**src/rtl/mux_nx1_stream.sv**
```systemverilog
// mux_nx1_stream: N-to-1 valid/ready stream multiplexer.
// The channel is picked either by an external selector or by a round-robin
// scan that starts at a rotating pointer. The output is one registered
// valid/ready stage. It carries the source channel tag and a wrapping count
// of accepted input transfers.
module mux_nx1_stream #(
    parameter int N     = 4,
    parameter int WIDTH = 4,
    parameter int SEL_W = 2,
    parameter int CNT_W = 8
) (
    input  logic                 clk,
    input  logic                 reset,
    input  logic                 mode,
    input  logic [SEL_W-1:0]     selector,
    input  logic [N*WIDTH-1:0]   data_in,
    input  logic [N-1:0]         valid_in,
    output logic [N-1:0]         ready_in,
    output logic [WIDTH-1:0]     data_out,
    output logic                 valid_out,
    input  logic                 ready_out,
    output logic [SEL_W-1:0]     chan_out,
    output logic [CNT_W-1:0]     xfer_count
);

    // Output stage and arbitration state.
    logic [WIDTH-1:0] data_q,  data_d;
    logic             valid_q, valid_d;
    logic [SEL_W-1:0] chan_q,  chan_d;
    logic [CNT_W-1:0] count_q, count_d;
    logic [SEL_W-1:0] ptr_q,   ptr_d;

    // Combinational helpers.
    logic             load_s;
    logic             cand_vld_s;
    logic [SEL_W-1:0] cand_s;
    logic [2*N-1:0]   valid_rot_s;
    int               rr_idx_s;
    logic [WIDTH-1:0] cand_data_s;
    logic             cand_valid_s;
    logic [SEL_W-1:0] cand_next_s;
    logic             xfer_s;

    // The output register can take a new word when it is empty or being drained.
    always_comb begin
        load_s = !valid_q || ready_out;
    end

    // Pick the candidate channel. Selector mode trusts the index if it is in range.
    // Round-robin rotates valid_in so that bit 0 is the pointer channel, then
    // takes the first set bit.
    always_comb begin
        cand_vld_s  = 1'b0;
        cand_s      = '0;
        rr_idx_s    = 0;
        valid_rot_s = {valid_in, valid_in} >> ptr_q;
        if (mode == 1'b0) begin
            if (int'(selector) < N) begin
                cand_vld_s = 1'b1;
                cand_s     = selector;
            end else begin
                cand_vld_s = 1'b0;
            end
        end else begin
            for (int i = 0; i < N; i++) begin
                if (!cand_vld_s && valid_rot_s[i]) begin
                    cand_vld_s = 1'b1;
                    rr_idx_s   = int'(ptr_q) + i;
                    if (rr_idx_s >= N) begin
                        rr_idx_s = rr_idx_s - N;
                    end else begin
                        rr_idx_s = rr_idx_s;
                    end
                    cand_s = SEL_W'(rr_idx_s);
                end else begin
                    cand_vld_s = cand_vld_s;
                end
            end
        end
    end

    // Fetch the candidate's data and valid and compute the following pointer value.
    // Drive ready_in toward the candidate only.
    always_comb begin
        cand_data_s  = '0;
        cand_valid_s = 1'b0;
        cand_next_s  = '0;
        ready_in     = '0;
        for (int k = 0; k < N; k++) begin
            if (cand_vld_s && (cand_s == SEL_W'(k))) begin
                cand_data_s  = data_in[k*WIDTH +: WIDTH];
                cand_valid_s = valid_in[k];
                cand_next_s  = (k == N - 1) ? '0 : SEL_W'(k + 1);
                ready_in[k]  = load_s && !reset;
            end else begin
                ready_in[k]  = 1'b0;
            end
        end
        xfer_s = cand_vld_s && cand_valid_s && load_s && !reset;
    end

    // Next-state logic for the output word, the counter and the round-robin pointer.
    always_comb begin
        data_d  = data_q;
        valid_d = valid_q;
        chan_d  = chan_q;
        count_d = count_q;
        ptr_d   = ptr_q;
        if (load_s) begin
            if (xfer_s) begin
                data_d  = cand_data_s;
                chan_d  = cand_s;
                valid_d = 1'b1;
                count_d = count_q + CNT_W'(1);
                if (mode == 1'b1) begin
                    ptr_d = cand_next_s;
                end else begin
                    ptr_d = ptr_q;
                end
            end else begin
                valid_d = 1'b0;
            end
        end else begin
            valid_d = valid_q;
        end
    end

    // State registers with synchronous reset. Reset drops any held output word.
    always_ff @(posedge clk) begin
        if (reset) begin
            data_q  <= '0;
            valid_q <= 1'b0;
            chan_q  <= '0;
            count_q <= '0;
            ptr_q   <= '0;
        end else begin
            data_q  <= data_d;
            valid_q <= valid_d;
            chan_q  <= chan_d;
            count_q <= count_d;
            ptr_q   <= ptr_d;
        end
    end

    assign data_out   = data_q;
    assign valid_out  = valid_q;
    assign chan_out   = chan_q;
    assign xfer_count = count_q;

endmodule

```
**config.mk**
```make
export PLATFORM = sky130hd
export DESIGN_NAME = mux_nx1_stream
export DESIGN_NICKNAME = d
export VERILOG_FILES = /design/src/rtl/mux_nx1_stream.sv
export SDC_FILE = /design/constraint.sdc
export NUM_CORES = 1
export LEC_CHECK = 0
export BUFFER_PORTS_ARGS = -buffer_cell sky130_fd_sc_hd__buf_2
export CORE_ASPECT_RATIO = 0.9
export CORE_UTILIZATION = 47
export CTS_CLUSTER_DIAMETER = 150
export CTS_CLUSTER_SIZE = 16
export DETAILED_ROUTE_END_ITERATION = 10
export PLACE_DENSITY = 0.78
export SLEW_MARGIN = 20
export SYNTH_ARGS = -nofsm -noshare
export SYNTH_HDL_FRONTEND = slang
export SYNTH_SLANG_ARGS = --single-unit
```
**constraint.sdc**
```tcl
create_clock -name clk -period 2.2 [get_ports clk]
set_input_delay 0.33 -clock clk [delete_from_list [all_inputs] [get_ports clk]]
set_output_delay 0.33 -clock clk [all_outputs]
set_load 0.02 [all_outputs]
```
## After elaboration in Yosys (flattened, before gate mapping)

Cells that the tools add are included.

| word-level totals | value |
|---|---|
| register bits after elaboration | 17 |
| bits of input ports | 26 |
| word-level logic and storage cells | 75 |
| output and inout port bits | 19 |

| operators by class | value |
|---|---|
| shift-type cells | 1 |
| mux-type cells | 34 |
| reductions and logical operators | 20 |
| equal/unequal tests | 3 |
| order comparisons | 4 |
| add/sub/neg operators | 8 |

Operators by type and width:

| kind | number |
|---|---|
| $mux 2 | 12 |
| $mux 1 | 18 |
| $mux 4 | 4 |
| $logic_and 1x1->1 | 11 |
| $ge 3x3->1 const B | 3 |
| $add 8x1->8 const B | 1 |
| $shr 8x2->4 | 1 |
| $sub 2x1->2 const B | 4 |
| $add 2x2->3 const B | 2 |
| $logic_not 1->1 | 5 |
| $eq 2x2->1 const B | 2 |
| $add 2x1->3 const B | 1 |
| $ge 2x3->1 const B | 1 |
| $reduce_and 3->1 | 1 |
| $eq 2x1->1 const B | 1 |
| $logic_not 2->1 | 1 |
| $reduce_and 2->1 | 1 |
| $logic_or 1x1->1 | 1 |

## Longest topological paths before layout

| logic depth | value |
|---|---|
| word-level depth | 25 |
| gate-level depth with buffers | 9 |
| depth with buffers taken out | 7 |

## Worst setup path after synthesis

OpenSTA, ideal clock, no wires.

| path | value |
|---|---|
| kind | input to output |
| start | input mode |
| end | output ready_in[1] |
| required time | 1,870 ps |
| setup slack | -86 ps |
| buffers on the path | 1 |
| cell stages on the path | 5 |
| data arrival time | 1,956 ps |
| cells stage by stage | mux2_2 > a31o_1 > a21boi_2 > clkbuf_1 > nor4_1 |

| on the way | value |
|---|---|
| cells in the longest elaborated chain, start to end | 4 |
| elaborated cells between the ends (all ways) | 5 |
| classes of those cells | eq/ne: 1; mux: 3; reduce/logical: 1 |

RTL lines:

| what | RTL line | RTL |
|---|---|---|
| from (decl) | 14 | `input logic mode,` |
| $mux 2 | 57 | `if (mode == 1'b0) begin` |
| $eq 2x1->1 | 90 | `if (cand_vld_s && (cand_s == SEL_W'(k))) begin` |
| $logic_and 1x1->1 (*) | 90 |  |
| $mux 1 (*) | 90 |  |
| to (decl) | 18 | `output logic [N-1:0] ready_in,` |

Mark *: on every way between the ends. The rest lies on a longest branch, timed or not.

## Worst setup path in the final report

| path | value |
|---|---|
| start | register ptr_q[1] |
| end | output ready_in[1] |

| on the way | value |
|---|---|
| cells in the longest elaborated chain, start to end | 18 |
| elaborated cells between the ends (all ways) | 38 |
| classes of those cells | add/sub: 7; order compare: 4; eq/ne: 1; shift: 1; mux: 18; reduce/logical: 7 |

RTL lines:

| what | RTL line | RTL |
|---|---|---|
| from (decl) | 31 | `logic [SEL_W-1:0] ptr_q, ptr_d;` |
| from (signal assigned) | 141 | `ptr_q <= ptr_d;` |
| $shr 8x2->4 | 56 | `valid_rot_s = {valid_in, valid_in} >> ptr_q;` |
| $mux 1 | 66 | `if (!cand_vld_s && valid_rot_s[i]) begin` |
| $mux 1 | 57 |  |
| $logic_not 1->1 | 66 |  |
| $logic_and 1x1->1 | 66 |  |
| $mux 1 | 66 |  |
| $mux 1 | 57 |  |
| $logic_not 1->1 | 66 |  |
| [... 2 more ...] | - |  |
| $mux 1 | 57 |  |
| $logic_not 1->1 | 66 |  |
| $logic_and 1x1->1 | 66 |  |
| $mux 2 | 66 |  |
| $mux 2 | 57 |  |
| $eq 2x1->1 | 90 |  |
| $logic_and 1x1->1 (*) | 90 |  |
| $mux 1 (*) | 90 |  |

Mark *: on every way between the ends. The rest lies on a longest branch, timed or not. The select of a mux whose other input is x is not followed.

==> results.toml <==
[run_status]
outcome = "complete, no violations"

[grt]
grt_pass1_wl_mm = 4.77
grt_usage = 0.253
antenna_found_initial = 0
grt_max_degree = 14
grt_pass1_vias = 1134
grt_overflow = 0

[final_layout]
area_growth_pct = 38.8
nets = 220
mostFrequentLayoutCells = "44 x buf_2, 17 x buf_4, 15 x dfxtp_1, 13 x nand2_1"
insertedDiodeCount = 0
layout_commonest_cell = "buf_2"
post-route-util = 0.695
drive_above_1_share = 0.448

[synthesis]
synth_fp_nets = 158
ys_seq_elements = 17
ys_types = 46
synth_ff_type = "dfxtp_1"
synth_cells = 131
synth_top_area_share = 0.312
yosysWarningCount = 0
synth_area_leaders = "dfxtp_1 31%, mux2i_1 6.4%, a21oi_1 5.0%"
async_flop_share = 0
postSynthAreaPerCell_um2 = 8.34
synth_edf_count = 0
syn_area_mm2 = 0.00109
ys_seq_area_frac = 0.312
yosysTopAreaCell = "dfxtp_1"

[cts]
cts-root-buf = "clkbuf_4"
htreeDepth = 1
cts.sinks = 17
worstSkewPairLatency_ns = 0.29
hold_buffers = 0
cts_tree = "yes"
cts_buffers = 3
clk_pin_slew_ns = 0.11
clockBufferDepth = 2

[die]
io_pins = 45
std_cell_rows = 16
dieArea_mm2 = 0.00252
die_x_um = 52.8
die_height_um = 47.7
core-area_mm2 = 0.00218
initial_core_util = 0.501

[drt]
wl_mm = 3.14
drt_iter0_markers = 29
drt-pass1-iter-count = 5
vias = 1292
vias_per_cell = 5.90
drc = 0
routedWlPerCell_um = 14.3
ant_nets = 0

[worst_setup_path]
worstSetupPathType = "reg2out"
crit_fanout = 9
max_stage_delay_ns = 0.38
cp_data_required_time_ns = 1.87
arrival_ns = 1.86
path_cells = "mux2_2 > a31o_1 > a21boi_2 > buf_6 > nor4_2 > buf_2"
critPathLaunchType = "flop"
setup.worst_path.end_class = "output port"
cp_slowest_cell = "dfxtp_4"

[placement]
port_buffers = 44
place_congestion = 0.835
hpwl_mm = 2.16

[sta]
rsz0062_at_grt = "yes"
finalCritPeriodShare = 0.994
relSlewSlack = 0.552
fmax_mhz = 457
period_needed_ns = 2.19
finalSetupViolCount = 0
tightest_slew_ns = 0.672
hold_viol = 0
maxSlewViolCount = 0
fin_skew_ns = 0.00156

[power]
finalPower_uw = 834
power_frac_seq = 0.415
p_sw_frac = 0.353
switchingPower_uw = 294
p_clk_frac = 0.208
p_per_area_mw_per_mm2 = 550
combPwrFrac = 0.377
ir_drop_v = 0.000408
p_leak_nw = 0.673
p_int_uw = 540

[job]
maxCapViolCount = 0

[worst_hold_path]
hold_class = "in2reg"
per-stage QoR:
stage / cell area (µm²) / cells / setup TNS, ns / setup slack (ns) / hold WS [ns]
6_report: 1520 / 219 / 0 / 0.0128 / 0.359
5_1_grt: 1520 / 219 / -0.138 / -0.0544 / 0.378
4_1_cts: 1470 / 216 / 0 / 0.0175 / 0.358
3_5_place_dp: 1390 / 206 / -0.105 / -0.0513 / 0.453
3_3_place_gp: 1390 / 206 / 0 / 0.0449 / 0.446
2_1_floorplan: 1100 / 131 / 0 / 0.0787 / 0.399
cells in the mapped netlist (3+ instances only):
cell and n:
or3_1 3, o211ai_1 3, nor2_1 8, nand2_1 13
o21ai_0 11, nand2b_1 3, mux2i_1 7, a21oi_1 11
inv_1 5, dfxtp_1 17, nand3_1 5, clkbuf_1 3
nor4_1 3
final timing paths:
path	from	to	slack, ns	depth (start not counted)
worst max-delay path	ptr_q[1]	ready_in[1]	0.01	6
worst min-delay path	data_in[15]	data_out[3]	0.36	3
worst max register to register	ptr_q[1]	xfer_count[5]	0.09	9
worst min register to register	data_out[1]	data_out[1]	0.47	2
cells by family (layout without fill, tap and decap cells):
group           Yosys count  count (layout)  synth area share
compound gates           46              46             0.310
simple gates             46              47             0.221
flops                    17              17             0.312
buf+inv                  11              71            0.0527
mux                       9               9            0.0848
fa+ha+maj                 1               1            0.0115
xor+xnor                  1               1           0.00802
registers in the layout (all words and copies together) (netlist names):
register,count
ptr_q,2
valid_out,1
chan_out,2
data_out,4
xfer_count,8
cell type report:
| type | count | area, µm² |
|---|---|---|
| Tap cell | 27 | 33.8 |
| Clock buffer | 3 | 22.5 |
| Timing Repair Buffer | 62 | 359 |
| Fill cell | 183 | 666 |
| Inverter | 5 | 18.8 |
| Clock inverter | 1 | 5.00 |
| Sequential cell | 17 | 345 |
| Multi-Input combinational cell | 104 | 732 |
worst max-delay path: cells and delay by family, from the launching register on:
family                 cells  cell delay (ns)
AOI/OAI and AO/OA          2             0.37
DFF                        1             0.38
muxes                      1             0.26
buffers and inverters      2             0.36
and+or+nand+nor            1             0.20
per-layer routing:
metal,track usage,part of all wire
met2,0.463,0.49
met4,0.0474,0.0080
met3,0.0540,0.067
met5,0,0
met1,0.312,0.43
what timing repair did:
item,4_1_cts,5_1_grt
gates cloned,0,1
resized for setup,3,7
endpoints found under the setup margin,4,15
setup buffers,6,2
pin swaps,0,1
power groups by stage:
| stage | clock [mW] | sequential [mW] | combinational, mW |
|---|---|---|---|
| finish | 0.173 | 0.346 | 0.314 |
| detailed placement | 0 | 0.354 | 0.269 |
| global placement | 0 | 0.352 | 0.260 |
| global route | 0.187 | 0.349 | 0.342 |
| CTS | 0.173 | 0.346 | 0.289 |
| floorplan | 0 | 0.374 | 0.158 |
No activity file was read; power rests on OpenSTA's default activity.
